**config.mk**
```make
export PLATFORM = sky130hd
export DESIGN_NAME = seq_alu
export DESIGN_NICKNAME = d
export VERILOG_FILES = /design/src/rtl/seq_alu.sv
export SDC_FILE = /design/constraint.sdc
export NUM_CORES = 1
export LEC_CHECK = 0
export ABC_CLOCK_PERIOD_IN_PS = 3000
export CAP_MARGIN = 25
export CORE_MARGIN = 5
export CORE_UTILIZATION = 54
export CTS_CLUSTER_DIAMETER = 200
export DETAILED_ROUTE_END_ITERATION = 10
export PLACE_DENSITY = 0.78
export RECOVER_POWER = 50
export SLEW_MARGIN = 20
export SYNTH_ARGS = -nofsm -noshare
export SYNTH_HDL_FRONTEND = slang
export SYNTH_SLANG_ARGS = --single-unit
```
**constraint.sdc**
```tcl
create_clock -name clk -period 3 [get_ports clk]
set_input_delay 0.9 -clock clk [delete_from_list [all_inputs] [get_ports clk]]
set_output_delay 0.9 -clock clk [all_outputs]
set_load 0.1 [all_outputs]
```
**src/rtl/seq_alu.sv**
```systemverilog
// Handshaked ALU: single-cycle logic/add ops, iterative shifts (one bit per cycle)
// and shift-add MUL. States: IDLE accept | BUSY iterate | DONE hold result.
module seq_alu #(
    parameter int WIDTH = 8,
    parameter int IMM_W = 4
) (
    input  logic             clk,
    input  logic             reset,
    input  logic             flush,
    input  logic             in_valid,
    output logic             in_ready,
    input  logic [2:0]       opcode,
    input  logic [WIDTH-1:0] operand1,
    input  logic [WIDTH-1:0] operand2,
    input  logic [IMM_W-1:0] imm,
    output logic             out_valid,
    input  logic             out_ready,
    output logic [WIDTH-1:0] result,
    output logic             zero,
    output logic             carry,
    output logic             negative,
    output logic             parity,
    output logic             busy
);

    localparam int CNT_W = $clog2(WIDTH) + 1;
    localparam int SH_W  = IMM_W - 1;
    // Counter must hold both WIDTH (MUL) and the largest shift amount.
    localparam int CW    = (CNT_W > SH_W) ? CNT_W : SH_W;

    localparam logic [1:0] S_IDLE = 2'd0;
    localparam logic [1:0] S_BUSY = 2'd1;
    localparam logic [1:0] S_DONE = 2'd2;

    localparam logic [2:0] OP_AND   = 3'b000;
    localparam logic [2:0] OP_ADDI  = 3'b001;
    localparam logic [2:0] OP_XOR   = 3'b010;
    localparam logic [2:0] OP_ADD   = 3'b011;
    localparam logic [2:0] OP_MUL   = 3'b100;
    localparam logic [2:0] OP_PASSI = 3'b101;
    localparam logic [2:0] OP_SUB   = 3'b110;
    localparam logic [2:0] OP_SHF   = 3'b111;

    logic [1:0]         r_state;
    logic               r_is_mul;
    logic               r_dir;
    logic [CW-1:0]      r_cnt;
    logic [2*WIDTH-1:0] r_acc;
    logic [2*WIDTH-1:0] r_mcand;
    logic [WIDTH-1:0]   r_mplier;
    logic [WIDTH-1:0]   r_sh;
    logic [WIDTH-1:0]   r_result;
    logic               r_zero;
    logic               r_carry;
    logic               r_neg;
    logic               r_par;

    logic               w_idle;
    logic               w_accept;
    logic               w_multi;
    logic [SH_W-1:0]    w_shamt;
    logic [WIDTH-1:0]   w_imm_ext;
    logic [WIDTH-1:0]   w_sc_res;
    logic               w_sc_c;
    logic [CW-1:0]      w_cnt_nxt;
    logic [2*WIDTH-1:0] w_acc_nxt;
    logic [WIDTH-1:0]   w_sh_nxt;
    logic               w_shc_nxt;
    logic [WIDTH-1:0]   w_ld_res;
    logic               w_ld_c;

    assign w_idle    = (r_state != S_BUSY) && (r_state != S_DONE);
    assign w_accept  = w_idle && in_valid && !flush;
    assign w_shamt   = imm[SH_W-1:0];
    assign w_imm_ext = WIDTH'(imm);
    assign w_multi   = (opcode == OP_MUL) || ((opcode == OP_SHF) && (w_shamt != '0));

    always_comb begin
        w_sc_res = '0;
        w_sc_c   = 1'b0;
        case (opcode)
            OP_AND:   w_sc_res = operand1 & operand2;
            OP_ADDI:  {w_sc_c, w_sc_res} = {1'b0, operand1} + {1'b0, w_imm_ext};
            OP_XOR:   w_sc_res = operand1 ^ operand2;
            OP_ADD:   {w_sc_c, w_sc_res} = {1'b0, operand1} + {1'b0, operand2};
            OP_PASSI: w_sc_res = w_imm_ext;
            OP_SUB:   {w_sc_c, w_sc_res} = {1'b0, operand1} - {1'b0, operand2};
            OP_SHF:   w_sc_res = operand1;
            default:  w_sc_res = '0;
        endcase
    end

    assign w_cnt_nxt = r_cnt - 1'b1;
    assign w_acc_nxt = r_mplier[0] ? (r_acc + r_mcand) : r_acc;
    assign w_sh_nxt  = r_dir ? (r_sh >> 1) : (r_sh << 1);
    assign w_shc_nxt = r_dir ? r_sh[0] : r_sh[WIDTH-1];

    always_comb begin
        w_ld_res = w_sc_res;
        w_ld_c   = w_sc_c;
        if (r_state == S_BUSY) begin
            if (r_is_mul) begin
                w_ld_res = w_acc_nxt[WIDTH-1:0];
                w_ld_c   = |w_acc_nxt[2*WIDTH-1:WIDTH];
            end else begin
                w_ld_res = w_sh_nxt;
                w_ld_c   = w_shc_nxt;
            end
        end
    end

    always_ff @(posedge clk or posedge reset) begin
        if (reset) begin
            r_state  <= S_IDLE;
            r_is_mul <= 1'b0;
            r_dir    <= 1'b0;
            r_cnt    <= '0;
            r_acc    <= '0;
            r_mcand  <= '0;
            r_mplier <= '0;
            r_sh     <= '0;
            r_result <= '0;
            r_zero   <= 1'b0;
            r_carry  <= 1'b0;
            r_neg    <= 1'b0;
            r_par    <= 1'b0;
        end else begin
            case (r_state)
                S_BUSY: begin
                    if (flush) begin
                        r_state <= S_IDLE;
                    end else begin
                        r_cnt    <= w_cnt_nxt;
                        r_acc    <= w_acc_nxt;
                        r_mcand  <= r_mcand << 1;
                        r_mplier <= r_mplier >> 1;
                        r_sh     <= w_sh_nxt;
                        if (w_cnt_nxt == '0) begin
                            r_state  <= S_DONE;
                            r_result <= w_ld_res;
                            r_zero   <= (w_ld_res == '0);
                            r_carry  <= w_ld_c;
                            r_neg    <= w_ld_res[WIDTH-1];
                            r_par    <= ^w_ld_res;
                        end
                    end
                end
                S_DONE: begin
                    if (flush || out_ready)
                        r_state <= S_IDLE;
                end
                default: begin
                    r_state <= S_IDLE;
                    if (w_accept) begin
                        if (w_multi) begin
                            r_state  <= S_BUSY;
                            r_is_mul <= (opcode == OP_MUL);
                            r_dir    <= imm[IMM_W-1];
                            r_cnt    <= (opcode == OP_MUL) ? CW'(WIDTH) : CW'(w_shamt);
                            r_acc    <= '0;
                            r_mcand  <= {{WIDTH{1'b0}}, operand1};
                            r_mplier <= operand2;
                            r_sh     <= operand1;
                        end else begin
                            r_state  <= S_DONE;
                            r_result <= w_ld_res;
                            r_zero   <= (w_ld_res == '0);
                            r_carry  <= w_ld_c;
                            r_neg    <= w_ld_res[WIDTH-1];
                            r_par    <= ^w_ld_res;
                        end
                    end
                end
            endcase
        end
    end

    assign in_ready  = w_idle;
    assign out_valid = (r_state == S_DONE);
    assign busy      = (r_state == S_BUSY);
    assign result    = r_result;
    assign zero      = r_zero;
    assign carry     = r_carry;
    assign negative  = r_neg;
    assign parity    = r_par;

endmodule

```
# Word-level counts from Yosys, hierarchy flattened
# Index checks and enable logic that the tools add are counted.
word_totals:
  regBits: 68
  in_bits: 28
  out_inout_bits: 15
op_classes:
  bitwise_logic: 4
  mux: 61
  reduce_logical: 20
  add_sub_neg: 5
  eq_ne: 16
ops:
  columns: ["operator", "n"]
  rows:
  - ["16-bit 2-to-1 mux", 7]
  - ["8-bit 2-to-1 mux", 13]
  - ["16-bit one-hot mux with 2 select lines", 2]
  - ["8-bit one-hot mux with 7 select lines", 1]
  - ["8-bit one-hot mux with 2 select lines", 3]
  - ["1-bit 2-to-1 mux", 19]
  - ["16-bit adder", 1]
  - ["4-bit 2-to-1 mux", 4]
  - ["3-bit equality test (second input constant)", 4]
  - ["2-bit 2-to-1 mux", 5]
  - ["8-bit by 4-bit adder with 9-bit output", 1]
  - ["8-bit by 8-bit adder with 9-bit output", 1]
  - ["8-bit by 8-bit subtractor with 9-bit output", 1]
  - ["8-bit bitwise AND", 1]
  - ["8-bit logical NOT", 1]
  - ["1-bit one-hot mux with 2 select lines", 4]
  - ["4-bit one-hot mux with 2 select lines", 1]
  - ["8-bit OR reduction", 1]
  - ["8-bit parity", 1]
  - ["8-bit XOR", 1]
  - ["3-bit by 2-bit equality test with 1-bit output (second input constant)", 2]
  - ["2-bit by 1-bit inequality test with 1-bit output (second input constant)", 3]
  - ["2-bit inequality test (second input constant)", 3]
  - ["5-bit AND reduction", 1]
  - ["other kinds (19)", 25]

# Longest topological paths before layout
depth:
  word_depth: 8
  depth_mapped: 15

# Least setup slack after synthesis
# Ideal clock, no wire load.
synth_path:
  path_type: "input port to flip-flop"
  from: "input port operand1[0]"
  to: "register r_par, in the netlist parity"
  path_buffers: 0
  arrival_ps: 3291
  path_slack_ps: -426
  setup_time_ps: 135
  cell_stages: 14
  cell_sequence: "inv_1 -> ha_1 -> inv_1 -> fa_1 -> nand3_1 -> a21oi_1 -> or4_1 -> a311oi_1 -> a211oi_1 -> a21oi_1 -> ha_1 -> xnor2_1 -> xnor2_1 -> o21ai_0"
synth_via:
  elab_chain_cells: 7
  word_cells_on_any_way: 13
  classes_between: "add/sub: 3; mux: 7; bitwise: 2; reduce/logical: 1"
synth_rtl:
  columns: ["item", "line", "rtl"]
  rows:
  - ["from (decl)", "13", "input logic [WIDTH-1:0] operand1,"]
  - ["8-bit by 8-bit subtractor with 9-bit output (tied with other cells)", "87", "OP_SUB: {w_sc_c, w_sc_res} = {1'b0, operand1} - {1'b0, operand2};"]
  - ["8-bit one-hot mux with 7 select lines *", "81", "case (opcode)"]
  - ["8-bit 2-to-1 mux *", "101", "if (r_state == S_BUSY) begin"]
  - ["8-bit parity *", "144, 170", null]
  - ["1-bit 2-to-1 mux, on equally long branches", "155, 138", null]
  - ["1-bit 2-to-1 mux, on equally long branches", "154, 130", null]
  - ["1-bit one-hot mux with 2 select lines *", "128", "case (r_state)"]
  - ["to (signal assigned)", "144", "r_par <= ^w_ld_res;"]
  - ["to (signal assigned)", "170", "r_par <= ^w_ld_res;"]
  - ["to (decl)", "56", "logic r_par;"]
# Mark *: on every way between the ends. The rest lies on a longest branch, timed or not. The select of a mux whose other input is x is not followed.
# A chain may end at the register's enable or synchronous reset.

# Final worst setup path
layout_path:
  from: "input port operand1[1]"
  to: "register r_par, in the netlist parity"
# The elaborated chain is that of the path after synthesis.

==> flow_metrics.tcl <==
set metrics [dict create \
    clk_latency_ns 0.35 \
    synth_cell_type_count 71 \
    max_stage_delay_ns 0.42 \
    crit_path_start_kind "primary input" \
    rsz0062_at_grt "yes" \
    worst_pin_slew_ns 1.169 \
    coreArea_mm2 0.009774 \
    clk_pin_slew_ns 0.07 \
    cp_num_buf_inv 1 \
    dp_hpwl_um 11870 \
    setup_viol 1 \
    crit_family "compound AO/OA/AOI/OAI gates" \
    die_h_um 110.3 \
    place_congestion 0.8822 \
    ys.warnings.count 0 \
    worst-endpoint-arrival_ns 3.47 \
    cts_hold_buf 0 \
    first_global_vias 5291 \
    areaGrowthSynthToFinish_pct 34.78 \
    drive_gt1_share_pct 31.44 \
    path_class "in2reg" \
    layout_common_cells "120 x buf_4, 73 x nand2_1, 65 x dfrtp_1" \
    crit_required_ns 3.23 \
    ys_ff_latch 67 \
    via_count 5378 \
    gr-max-usage-layer "met2" \
    syn_inst 629 \
    tritoncts "done" \
    overflow 0 \
    finalCritPeriodShare_pct 107.9 \
    initial_core_util_pct 55.57 \
    hold_path.class "reg2reg" \
    timing.final.ws_setup_ns -0.2380 \
    crit_chain "clkbuf_4, ha_4, a21o_1, a21oi_4, nor2b_4, o2111ai_2, xnor2_1, nand2_1, o221ai_2, o41ai_2, ha_1, xnor2_2, xnor2_1, o21ai_1" \
    crit_path_end_kind "register" \
    r2r_slack_ns -0.09 \
    routedWlPerCell_um 18.02 \
    drtIter0Drc 417 \
    fmax_mhz 308.8 \
    fin_area_mm2 0.007321 \
    clock-sinks 67 \
    final_common_cell "buf_4" \
    met1_usage_pct 35.21 \
    grt.met3_usage_pct 3.320 \
    grt_use_met2_pct 46.71 \
    syn_avg_cell_area_um2 8.635 \
    die_area_mm2 0.01216 \
    maxCapViolCount 0 \
    finalNetCount 845 \
    finalWirelength_um 16330 \
    firstDrtPassIters 5 \
    maxSlewViolCount 0 \
    clock_skew_ns 0.01089 \
    route.detailed.drc 0 \
    root_buffer "clkbuf_8" \
    viasPerCell 5.936 \
    fin_setup_tns_ns -0.2380 \
    ys.flop_type "dfrtp_1" \
    antenna_cells 0 \
    async_flop_share_pct 100.0 \
    crit_fanout 5 \
    vdd_drop_max_uv 513.3 \
    die_w_um 110.3 \
    port-buffer-count 42 \
    place_inst 875 \
    synth_edf_count 0 \
    p_leak_uw 0.003406 \
    final_cells 906 \
    violations "negative setup slack" \
    placedInstanceArea_mm2 0.006720 \
    crit_slowest_cell "o41ai_2" \
    synthesis.area_mm2 0.005431 \
    hold_violations 0 \
    syn_nets 705 \
    ys_seq_area_share_pct 30.87 \
    power.density_mw_per_mm2 582.4 \
    drt.antenna.violating_nets 0 \
    grt.total_usage_pct 27.25 \
    cts-buffers-inserted 9 \
    outcome "complete, but fails checks" \
    antenna_found_initial 0 \
    whs_ns 0.4887 \
    cp_common_cell "xnor2_1" \
    grt_pass1_wl_um 25940 \
    grt_start_max_net_pins 49 \
    cts.path.max_buffers 2 \
    htree_levels 3 \
    rows 36 \
    period_minus_slack_ns 3.238 \
    io_pins 43 \
    power.total_uw 4263 \
    slew_headroom_pct 22.39 \
]
[registers in the layout, summed over array words and instances (netlist names)]
register  cells
r_cnt         4
carry         1
r_state       2
r_sh          8
result        8
r_dir         1
r_mcand      16
r_mplier      8
zero          1
r_is_mul      1
parity        1
r_acc        16
[routing by layer]
metal  vias to the layer above  wire length (um)  part of all wire, %
met5                         -                 0                    0
met3                        39               615                  3.8
met2                       153              8300                   51
li1                       2552                 -                    -
met1                      2634              6928                   42
met4                         0               483                  3.0
[cells in the mapped netlist, types with 3 or more instances]
| cell | instances | area [um2] |
|---|---|---|
| a211oi_1 | 4 | 30.03 |
| a21o_1 | 15 | 112.6 |
| a21o_2 | 3 | 26.28 |
| a21oi_1 | 47 | 235.2 |
| a221oi_1 | 3 | 26.28 |
| a22o_1 | 22 | 192.7 |
| a31oi_1 | 7 | 43.79 |
| buf_1 | 3 | 11.26 |
| buf_2 | 13 | 65.06 |
| clkbuf_1 | 14 | 52.55 |
| dfrtp_1 | 67 | 1677 |
| fa_1 | 4 | 80.08 |
| ha_1 | 44 | 550.5 |
| inv_1 | 29 | 108.9 |
| mux2_2 | 11 | 123.9 |
| mux2i_1 | 21 | 210.2 |
| nand2_1 | 73 | 274.0 |
| nand2b_1 | 7 | 43.79 |
| nand3_1 | 10 | 50.05 |
| nand4_1 | 4 | 25.02 |
| nor2_1 | 39 | 146.4 |
| nor2b_1 | 14 | 87.58 |
| nor3_1 | 8 | 40.04 |
| nor3_2 | 3 | 30.03 |
| o211ai_1 | 4 | 30.03 |
| o21a_1 | 3 | 22.52 |
| o21ai_0 | 52 | 260.3 |
| o21ai_1 | 10 | 50.05 |
| o21bai_1 | 4 | 30.03 |
| o221ai_1 | 3 | 26.28 |
| o22ai_1 | 5 | 31.28 |
| o31ai_1 | 3 | 22.52 |
| xnor2_1 | 25 | 219.0 |
| xor2_1 | 3 | 26.28 |
[power breakdown]
part | switching [uW] | total [uW] | internal, uW | leakage (uW)
Clock | 341 | 718 | 378 | 0.0000902
Sequential | 253 | 1400 | 1150 | 0.000874
Combinational | 1300 | 2150 | 843 | 0.00244
Total | 1900 | 4260 | 2370 | 0.00341
[kinds of logic (layout without fill, tap and decap cells)]
logic type / count (synthesis) / count (layout) / share of synthesized area, %
compound gates: 214 / 214 / 26.26
simple gates: 174 / 174 / 14.88
flops: 67 / 67 / 30.87
buf+inv: 65 / 209 / 5.436
fa+ha+maj: 48 / 48 / 11.61
mux: 33 / 33 / 6.427
xor+xnor: 28 / 28 / 4.515
[final timing paths]
check	endpoint	depth (start not counted)	startpoint
max reg2reg	parity$_DFFE_PP0P_	13	r_acc[1]$_DFFE_PP0P_
max in group asynchronous	r_acc[1]$_DFFE_PP0P_	3	reset
min	result[1]$_DFFE_PP0P_	2	result[1]$_DFFE_PP0P_
min reg2reg	result[1]$_DFFE_PP0P_	2	result[1]$_DFFE_PP0P_
max	parity$_DFFE_PP0P_	14	operand1[1]
min in group asynchronous	zero$_DFFE_PP0P_	2	reset
[cell type report]
cell class              instances  area (um2)
fillers                       714        2454
clock buffers                  12       135.1
clock inverters                 3       40.04
repair buffers                164        1316
inverters                      30       125.1
well taps                     133       166.4
flip-flops and latches         67        1679
multi-input cells             497        3859
[stage by stage]
| stage | util, % | setup WS [ns] |
|---|---|---|
| detailed placement | 68.75 | -1.083 |
| global route | 74.90 | -0.3102 |
| finish | 74.90 | -0.2380 |
| CTS | 73.53 | -0.2416 |
| global placement | 68.75 | -0.9570 |
| floorplan | - | -0.1705 |
[worst reg2reg max path, cell delays in order, from the launching register on]
cell and delay, ns:
dfrtp_2 0.44, ha_1 0.35, a211oi_4 0.24, o21ai_1 0.14, a31oi_1 0.21, xnor2_1 0.21, mux2_2 0.23, nand2_1 0.06
o211ai_1 0.19, o41ai_2 0.16, ha_1 0.36, xnor2_2 0.15, xnor2_1 0.15, o21ai_1 0.08
[what timing repair did]
| action | in CTS | in global routing |
|---|---|---|
| setup buffers | 14 | 5 |
| hold endpoints to repair | 0 | 0 |
| resized for setup | 71 | 40 |
| endpoints found under the setup margin | 9 | 4 |
| pin swaps | 33 | 37 |
Note: power is estimated with default switching activity, not from simulation.
